$ cat config.mk
export PLATFORM = sky130hd
export DESIGN_NAME = riscv_multicycle_seq
export DESIGN_NICKNAME = d
export VERILOG_FILES = /design/src/rtl/riscv_multicycle_seq_pkg.sv /design/src/rtl/riscv_multicycle_seq_opcode_legal.sv /design/src/rtl/riscv_multicycle_seq.sv
export SDC_FILE = /design/constraint.sdc
export NUM_CORES = 1
export LEC_CHECK = 0
export ABC_AREA = 0
export BUFFER_PORTS_ARGS = -buffer_cell sky130_fd_sc_hd__buf_2
export CAP_MARGIN = 5
export CORE_MARGIN = 3
export CORE_UTILIZATION = 40
export DETAILED_ROUTE_END_ITERATION = 8
export GPL_TIMING_DRIVEN = 0
export MAX_ROUTING_LAYER = met4
export SYNTH_ARGS = -nofsm -noshare
export SYNTH_HDL_FRONTEND = slang
export SYNTH_SLANG_ARGS = --single-unit
$ cat constraint.sdc
create_clock -name clk -period 2.6 [get_ports clk]
set_input_delay 0.39 -clock clk [delete_from_list [all_inputs] [get_ports clk]]
set_output_delay 0.39 -clock clk [all_outputs]
set_load 0.005 [all_outputs]
$ cat src/rtl/riscv_multicycle_seq_pkg.sv
`default_nettype none
// ============================================================================
// Module   : riscv_package
// Brief    : Shared RV32I types, opcodes and sequencer state/error encodings.
// Revision : 1.0
// ============================================================================
package riscv_package;

    typedef struct packed {
        logic [6:0] funct7;
        logic [4:0] rs2;
        logic [4:0] rs1;
        logic [2:0] funct3;
        logic [4:0] rd;
        logic [6:0] opcode;
    } riscv_inst32_t;

    localparam logic [6:0] OPC_LOAD     = 7'b000_0011;
    localparam logic [6:0] OPC_MISC_MEM = 7'b000_1111;
    localparam logic [6:0] OPC_OP_IMM   = 7'b001_0011;
    localparam logic [6:0] OPC_AUIPC    = 7'b001_0111;
    localparam logic [6:0] OPC_STORE    = 7'b010_0011;
    localparam logic [6:0] OPC_OP       = 7'b011_0011;
    localparam logic [6:0] OPC_LUI      = 7'b011_0111;
    localparam logic [6:0] OPC_BRANCH   = 7'b110_0011;
    localparam logic [6:0] OPC_JALR     = 7'b110_0111;
    localparam logic [6:0] OPC_JAL      = 7'b110_1111;
    localparam logic [6:0] OPC_SYSTEM   = 7'b111_0011;

    // addi x0, x0, 0
    localparam riscv_inst32_t NOP_INST = riscv_inst32_t'(32'h0000_0013);

    typedef enum logic [2:0] {
        SEQ_IDLE   = 3'd0,
        SEQ_FETCH  = 3'd1,
        SEQ_DECODE = 3'd2,
        SEQ_EXEC   = 3'd3,
        SEQ_MEM    = 3'd4,
        SEQ_WB     = 3'd5,
        SEQ_TRAP   = 3'd6
    } seq_state_t;

    typedef enum logic [1:0] {
        SEQ_ERR_NONE    = 2'b00,
        SEQ_ERR_ILLEGAL = 2'b01,
        SEQ_ERR_IMEM_TO = 2'b10,
        SEQ_ERR_DMEM_TO = 2'b11
    } seq_err_t;

endpackage
`default_nettype wire

$ cat src/rtl/riscv_multicycle_seq_opcode_legal.sv
`default_nettype none
// ============================================================================
// Module   : riscv_opcode_legal
// Brief    : Flags whether an instruction carries an RV32I opcode the core runs.
// Revision : 1.0
// ============================================================================
module riscv_opcode_legal
    import riscv_package::*;
(
    input  riscv_inst32_t inst,
    output logic          legal
);

    // Only the opcode field matters; the rest is folded away to keep lint quiet.
    logic w_unused_fields;
    assign w_unused_fields = ^{inst.funct7, inst.rs2, inst.rs1, inst.funct3, inst.rd};

    always_comb begin
        legal = 1'b0;
        case (inst.opcode)
            OPC_LOAD, OPC_STORE, OPC_OP_IMM, OPC_OP, OPC_BRANCH,
            OPC_JAL, OPC_JALR, OPC_LUI, OPC_AUIPC: legal = 1'b1;
            default:                               legal = 1'b0;
        endcase
    end

endmodule
`default_nettype wire

$ cat src/rtl/riscv_multicycle_seq.sv
`default_nettype none
// ============================================================================
// Module   : riscv_multicycle_seq
// Brief    : Multi-cycle FETCH/DECODE/EXEC/MEM/WB sequencer with IR and traps.
// Revision : 1.0
// ============================================================================
module riscv_multicycle_seq
    import riscv_package::*;
#(
    parameter int TIMEOUT = 255,
    parameter int CNT_W   = 32
) (
    input  logic              clk,
    input  logic              rst_n,
    input  logic              run,
    output logic              imem_req,
    input  logic              imem_ready,
    input  logic [31:0]       imem_rdata,
    output riscv_inst32_t     ir,
    input  logic              mem_read,
    input  logic              mem_write,
    input  logic              reg_write,
    output logic              dmem_req,
    output logic              dmem_we,
    input  logic              dmem_ready,
    output logic              pc_we,
    output logic              rf_we,
    output logic              busy,
    output logic [1:0]        err,
    output logic [CNT_W-1:0]  instret
);

    localparam int WAIT_W = (TIMEOUT > 1) ? $clog2(TIMEOUT) : 1;
    localparam logic [WAIT_W-1:0] WAIT_LAST = WAIT_W'(TIMEOUT - 1);

    seq_state_t         state_q, state_d;
    riscv_inst32_t      ir_q, ir_d;
    seq_err_t           err_q, err_d;
    logic [CNT_W-1:0]   instret_q, instret_d;
    logic [WAIT_W-1:0]  wait_q, wait_d;
    logic               imem_req_q, imem_req_d;
    logic               dmem_req_q, dmem_req_d;
    logic               dmem_we_q, dmem_we_d;
    logic               pc_we_q, pc_we_d;
    logic               rf_we_q, rf_we_d;
    logic               busy_q, busy_d;

    logic w_legal;
    logic w_to_hit;

    riscv_opcode_legal u_opcode_legal (
        .inst  (ir_q),
        .legal (w_legal)
    );

    // True in the cycle whose still-pending handshake would be the TIMEOUT-th wait.
    assign w_to_hit = (TIMEOUT != 0) && (wait_q == WAIT_LAST);

    always_comb begin
        state_d   = state_q;
        ir_d      = ir_q;
        err_d     = err_q;
        instret_d = instret_q;
        wait_d    = wait_q + 1'b1;

        case (state_q)
            SEQ_IDLE:   if (run) state_d = SEQ_FETCH;
            SEQ_FETCH: begin
                if (imem_ready) begin
                    ir_d    = riscv_inst32_t'(imem_rdata);
                    state_d = SEQ_DECODE;
                end else if (w_to_hit) begin
                    err_d   = SEQ_ERR_IMEM_TO;
                    state_d = SEQ_TRAP;
                end
            end
            SEQ_DECODE: begin
                if (w_legal) begin
                    state_d = SEQ_EXEC;
                end else begin
                    err_d   = SEQ_ERR_ILLEGAL;
                    state_d = SEQ_TRAP;
                end
            end
            SEQ_EXEC:   state_d = (mem_read || mem_write) ? SEQ_MEM : SEQ_WB;
            SEQ_MEM: begin
                if (dmem_ready) begin
                    state_d = SEQ_WB;
                end else if (w_to_hit) begin
                    err_d   = SEQ_ERR_DMEM_TO;
                    state_d = SEQ_TRAP;
                end
            end
            SEQ_WB: begin
                instret_d = instret_q + 1'b1;
                state_d   = run ? SEQ_FETCH : SEQ_IDLE;
            end
            SEQ_TRAP:   state_d = SEQ_TRAP;
            default:    state_d = SEQ_IDLE;
        endcase

        if (state_d != state_q) wait_d = '0;

        // Outputs are computed from the next state so each one is a plain flop.
        imem_req_d = (state_d == SEQ_FETCH);
        dmem_req_d = (state_d == SEQ_MEM);
        pc_we_d    = (state_d == SEQ_WB);
        rf_we_d    = (state_d == SEQ_WB) && reg_write;
        busy_d     = (state_d != SEQ_IDLE) && (state_d != SEQ_TRAP);
        if (state_d != SEQ_MEM)        dmem_we_d = 1'b0;
        else if (state_q == SEQ_EXEC)  dmem_we_d = mem_write;
        else                           dmem_we_d = dmem_we_q;
    end

    always_ff @(posedge clk or negedge rst_n) begin
        if (!rst_n) begin
            state_q    <= SEQ_IDLE;
            ir_q       <= NOP_INST;
            err_q      <= SEQ_ERR_NONE;
            instret_q  <= '0;
            wait_q     <= '0;
            imem_req_q <= 1'b0;
            dmem_req_q <= 1'b0;
            dmem_we_q  <= 1'b0;
            pc_we_q    <= 1'b0;
            rf_we_q    <= 1'b0;
            busy_q     <= 1'b0;
        end else begin
            state_q    <= state_d;
            ir_q       <= ir_d;
            err_q      <= err_d;
            instret_q  <= instret_d;
            wait_q     <= wait_d;
            imem_req_q <= imem_req_d;
            dmem_req_q <= dmem_req_d;
            dmem_we_q  <= dmem_we_d;
            pc_we_q    <= pc_we_d;
            rf_we_q    <= rf_we_d;
            busy_q     <= busy_d;
        end
    end

    assign imem_req = imem_req_q;
    assign dmem_req = dmem_req_q;
    assign dmem_we  = dmem_we_q;
    assign pc_we    = pc_we_q;
    assign rf_we    = rf_we_q;
    assign busy     = busy_q;
    assign ir       = ir_q;
    assign err      = err_q;
    assign instret  = instret_q;

endmodule
`default_nettype wire

; Yosys cells after proc, flatten, opt, wreduce, memory -nomap -nowiden
; Index checks and enable logic that the tools add are counted.
[word_totals]
register_bits = 83
inputBits = 40
elab_cells = 73
output_inout_bits = 72
[op_classes]
n_mux = 18
addsub = 2
eq_ne = 27
reduce_logical = 10
[op_table]
columns = op, count
row1 = "32-bit by 1-bit adder with 32-bit output, second input constant", 1
row2 = "7-bit by 6-bit equality test with 1-bit output, second input constant", 3
row3 = "7-bit equality test, second input constant", 3
row4 = 3-bit case mux with 7 select lines, 1
row5 = "3-bit equality test, second input constant", 5
row6 = 3-bit 2-to-1 mux, 5
row7 = "7-bit by 5-bit equality test with 1-bit output, second input constant", 2
row8 = 2-bit 2-to-1 mux, 5
row9 = "2-bit inequality test, second input constant", 5
row10 = 9-bit OR reduction, 1
row11 = "8-bit by 1-bit adder with 8-bit output, second input constant", 1
row12 = "8-bit equality test, second input constant", 1
row13 = 8-bit 2-to-1 mux, 1
row14 = "7-bit by 2-bit equality test with 1-bit output, second input constant", 1
row15 = "3-bit by 1-bit equality test with 1-bit output, second input constant", 2
row16 = "3-bit by 2-bit equality test with 1-bit output, second input constant", 2
row17 = "3-bit inequality test, second input constant", 2
row18 = 2-bit case mux with 3 select lines, 1
row19 = 6-bit AND reduction, 1
row20 = 3-bit nonzero test, 2
row21 = 1-bit 2-to-1 mux, 5
row22 = 3-bit logical NOT, 1
row23 = 3-bit inequality test, 1
row24 = 1-bit logical AND, 2
row25 = other kinds (3), 3

; Depth between registers and ports, before layout
[logic_depth]
ltp_word = 7
ltp_mapped = 7
ltp_nobuf = 6

; Cells and area by module
; Synthesis repeated with hierarchy kept, for this count alone.
[hier_totals]
cells_unflattened = 305
hier_area_um2 = 3706.1
[modules_own_cells]
columns = module, area_per_inst_um2, seq_area_each_um2, instances, cells_per_inst
row1 = riscv_multicycle_seq, 3672.3, 2080.7, 1, 298
row2 = riscv_opcode_legal, 33.8, 0.0, 1, 7

; Worst setup path before layout
; No wires, ideal clock.
[synth_path]
path_kind = reg2reg
start = register state_q[2]
end = register wait_q[2]
setup_slack_ps = 907
stages_incl_launch_ff = 7
arrival_ps = 1555
synth_period_minus_slack_ps = 1693
t_required_ps = 2462
cell_sequence = dfrtp_1 > buf_6 > nand3b_4 > o32a_1 > and2_4 > a32oi_2 > nor3_1
[synth_between]
elab_chain_cells = 5
word_cells_on_any_way = 14
[synth_lines]
columns = element, line
row1 = from (decl), riscv_multicycle_seq.sv:36  ; seq_state_t state_q, state_d;
row2 = from (signal assigned), riscv_multicycle_seq.sv:129  ; state_q <= state_d;
row3 = 3-bit 2-to-1 mux, "riscv_multicycle_seq.sv:72, riscv_multicycle_seq.sv:89"
row4 = "3-bit 2-to-1 mux, on equally long branches", "riscv_multicycle_seq.sv:87, riscv_multicycle_seq.sv:69"
row5 = 3-bit case mux with 7 select lines, riscv_multicycle_seq.sv:66  ; case (state_q)
row6 = 3-bit inequality test (*), riscv_multicycle_seq.sv:102  ; if (state_d != state_q) wait_d = '0;
row7 = 8-bit 2-to-1 mux (*), riscv_multicycle_seq.sv:102
row8 = named net wait_d[2], riscv_multicycle_seq.sv:40  ; logic [WAIT_W-1:0] wait_q, wait_d;
row9 = to (signal assigned), riscv_multicycle_seq.sv:133  ; wait_q <= wait_d;
row10 = to (decl), riscv_multicycle_seq.sv:40
; The timed path passes the listed nets; every way through them passes the cells marked *.
; A chain may end at the register's enable or synchronous reset.

; Worst setup path after layout
; Same ends and word-level chain as after synthesis.

==> flow_metrics.tcl <==
set metrics [dict create \
    ys.flop_type "dfrtp_1" \
    stdcell_area_um2 4612 \
    maxSlewHeadroom_pct 70.63 \
    initial_core_util_pct 41.69 \
    grt_pass1_wl_um 12210 \
    synth_nets 330 \
    rsz0062_at_grt "false" \
    slowest_stage "a32oi_2" \
    n_antenna_cell 0 \
    dieArea_um2 10410 \
    max_freq_mhz 525.0 \
    fillCellCount 849 \
    area_growth_pct 25.03 \
    cts_tree "built" \
    synthDistinctLibCells 46 \
    ir_drop_uv 460.7 \
    crit_fanout 10 \
    min_period_ns 1.905 \
    crit_required_ns 2.80 \
    cp_slowest_stage_delay_ns 0.42 \
    postPlaceCellArea_um2 4409 \
    synth_warnings 0 \
    cts_root_buf "clkbuf_8" \
    die_y_um 102.0 \
    setup_slack_ns 0.6952 \
    clk_latency_ns 0.34 \
    startpoint "state_q[2]$_DFF_PN0_" \
    antenna_found_initial 0 \
    outcome "completed" \
    routed_wl_um 7450 \
    dp_slack_ns 0.6703 \
    crit_path_start_kind "flip-flop" \
    coreArea_um2 8848 \
    leakage_nw 2.321 \
    ant_nets 0 \
    overflow 0 \
    p_total_mw 4.292 \
    h-tree-depth 3 \
    grt_max_degree 55 \
    cp-end-kind "flip-flop" \
    setup_violations 0 \
    max_slew.worst_pin.slew_ns 0.4406 \
    final_common_cell "buf_2" \
    drc_errors 0 \
    vias_per_cell 4.878 \
    grt_pass1_vias 2516 \
    gp_congestion 0.7924 \
    synth_edf_count 0 \
    drv_cap 0 \
    clockBufferDepth 2 \
    worstHoldStart "reg_write" \
    synthCells 287 \
    wl_per_cell_um 14.22 \
    drt_first_iter_violations 34 \
    dp_hpwl_um 5518 \
    layout.nets 454 \
    holdWs_ns 0.2703 \
    ys_seq_area_share_pct 56.41 \
    rows 34 \
    io_pins 112 \
    min_path_type "input port to flip-flop" \
    port_buffers 111 \
    drt-pass1-iter-count 4 \
    path_clk_slew_ns 0.09 \
    die_x_um 102.0 \
    fin_crit_sh_pct 73.26 \
    cts_resized 0 \
    worstPathArrival_ns 2.11 \
    synthArstFlopShare_pct 100.0 \
    r2r_start "state_q[2]$_DFF_PN0_" \
    clock-sinks 83 \
    ys_ff_latch 83 \
    grt.total_usage_pct 15.48 \
    critPathKind "flip-flop to flip-flop" \
    synth_area_um2 3689 \
    drive_above_1_share_pct 45.43 \
    hold_viol 0 \
    cts_made_buffers 9 \
    drv_slew 0 \
    p_per_area_nw_per_um2 930.5 \
    final.setup.tns_ns 0 \
    synth.avg_cell_area_um2 12.85 \
    final_cell_mix "buf_2, dfrtp_1, mux2_2" \
    vias 2556 \
    skew_ns 0.01465 \
    crit_chain "buf_6, nand3b_4, o32a_1, and2_4, a32oi_2, nor3_1" \
]
[timing repair]
item | 4_1_cts | 5_1_grt
hold endpoints to repair | 26 | 0
setup buffers | 0 | 0
hold buffers | 1 | 0
[worst paths after layout]
path / endpoint / slack, ns / cells after the start
setup reg to reg: wait_q[2]$_DFF_PN0_ / 0.70 / 6
min in group asynchronous: ir[20]$_DFFE_PN0P_ / 0.51 / 2
max in group asynchronous: ir[10]$_DFFE_PN0P_ / 1.48 / 3
hold / removal: rf_we$_DFF_PN0_ / 0.27 / 2
hold reg to reg: instret[31]$_DFFE_PN0N_ / 0.47 / 1
setup / recovery: wait_q[2]$_DFF_PN0_ / 0.70 / 6
[where the power goes]
part           leakage (nW)  switching [mW]  internal [mW]  total [mW]
sequential             1.06           0.253           1.68        1.93
clock                0.0966           0.477          0.447       0.923
combinational          1.16           0.656          0.779        1.44
total                  2.32            1.39           2.91        4.29
[metal layers]
| layer | GRT usage, % | routed length (µm) |
|---|---|---|
| met4 | 3.935 | 84 |
| met3 | 4.300 | 398 |
| met5 | - | 0 |
| met2 | 24.14 | 3536 |
| met1 | 20.08 | 3430 |
[registers in the layout, indices dropped and copies added (netlist names), 2 cells and up]
register  count
ir           32
wait_q        8
instret      32
state_q       3
err           2
[per-stage QoR]
stage          cells  util (%)
6_report         524     52.12
2_1_floorplan    287         -
3_3_place_gp     506     49.49
4_1_cts          524     52.12
3_5_place_dp     507     49.83
5_1_grt          524     52.12
[critical path, delay by kind of cell, from the launching register on]
| kind | cells | cell delay (ns) |
|---|---|---|
| AO/OA/AOI/OAI | 2 | 0.76 |
| buffers and inverters | 1 | 0.15 |
| flip-flops | 1 | 0.41 |
| AND/OR/NAND/NOR | 3 | 0.44 |
[area by class of cell]
cell class / instances / area (µm²) / share of cell area (%)
well taps: 108 / 135.1 / 2.930
multi-input cells: 191 / 1513 / 32.80
repair buffers: 113 / 595.6 / 12.91
plain buffers: 8 / 76.32 / 1.655
inverters: 5 / 18.77 / 0.4069
clock buffers: 10 / 127.6 / 2.767
flip-flops and latches: 83 / 2081 / 45.12
clock inverters: 6 / 65.06 / 1.411
[logic make-up after synthesis]
group	synth area share, %
AOI/OAI and AO/OA	2.782
xor gates and xnor gates	8.786
adders and majority gates	1.018
buffers and inverters	2.578
DFF	56.41
muxes	10.35
and+or+nand+nor	18.08
[cell usage after synthesis (2+ instances only)]
cell       n  area [µm²]
nor3_2     2       20.02
and3_1     3       18.77
a21oi_1    2       10.01
buf_4      2       15.01
a21o_1     2       15.01
xnor2_1   26       227.7
dfstp_2    3       78.83
and2_1     6       37.54
xor2_1    11       96.34
ha_1       3       37.54
and4_1     3       26.28
nor3_1    10       50.05
nor3_4     3       48.80
nand2_1   22       82.58
nand3_1   15       75.07
mux2_2    33       371.6
nand2b_1   6       37.54
nand4_4    2       42.54
inv_1      5       18.77
nor2b_1    3       18.77
nand4_1    9       56.30
nor2_1     8       30.03
dfrtp_1   80        2002
buf_6      5       56.30
o21ai_0    2       10.01
Note: power is estimated with default switching activity, not from simulation.
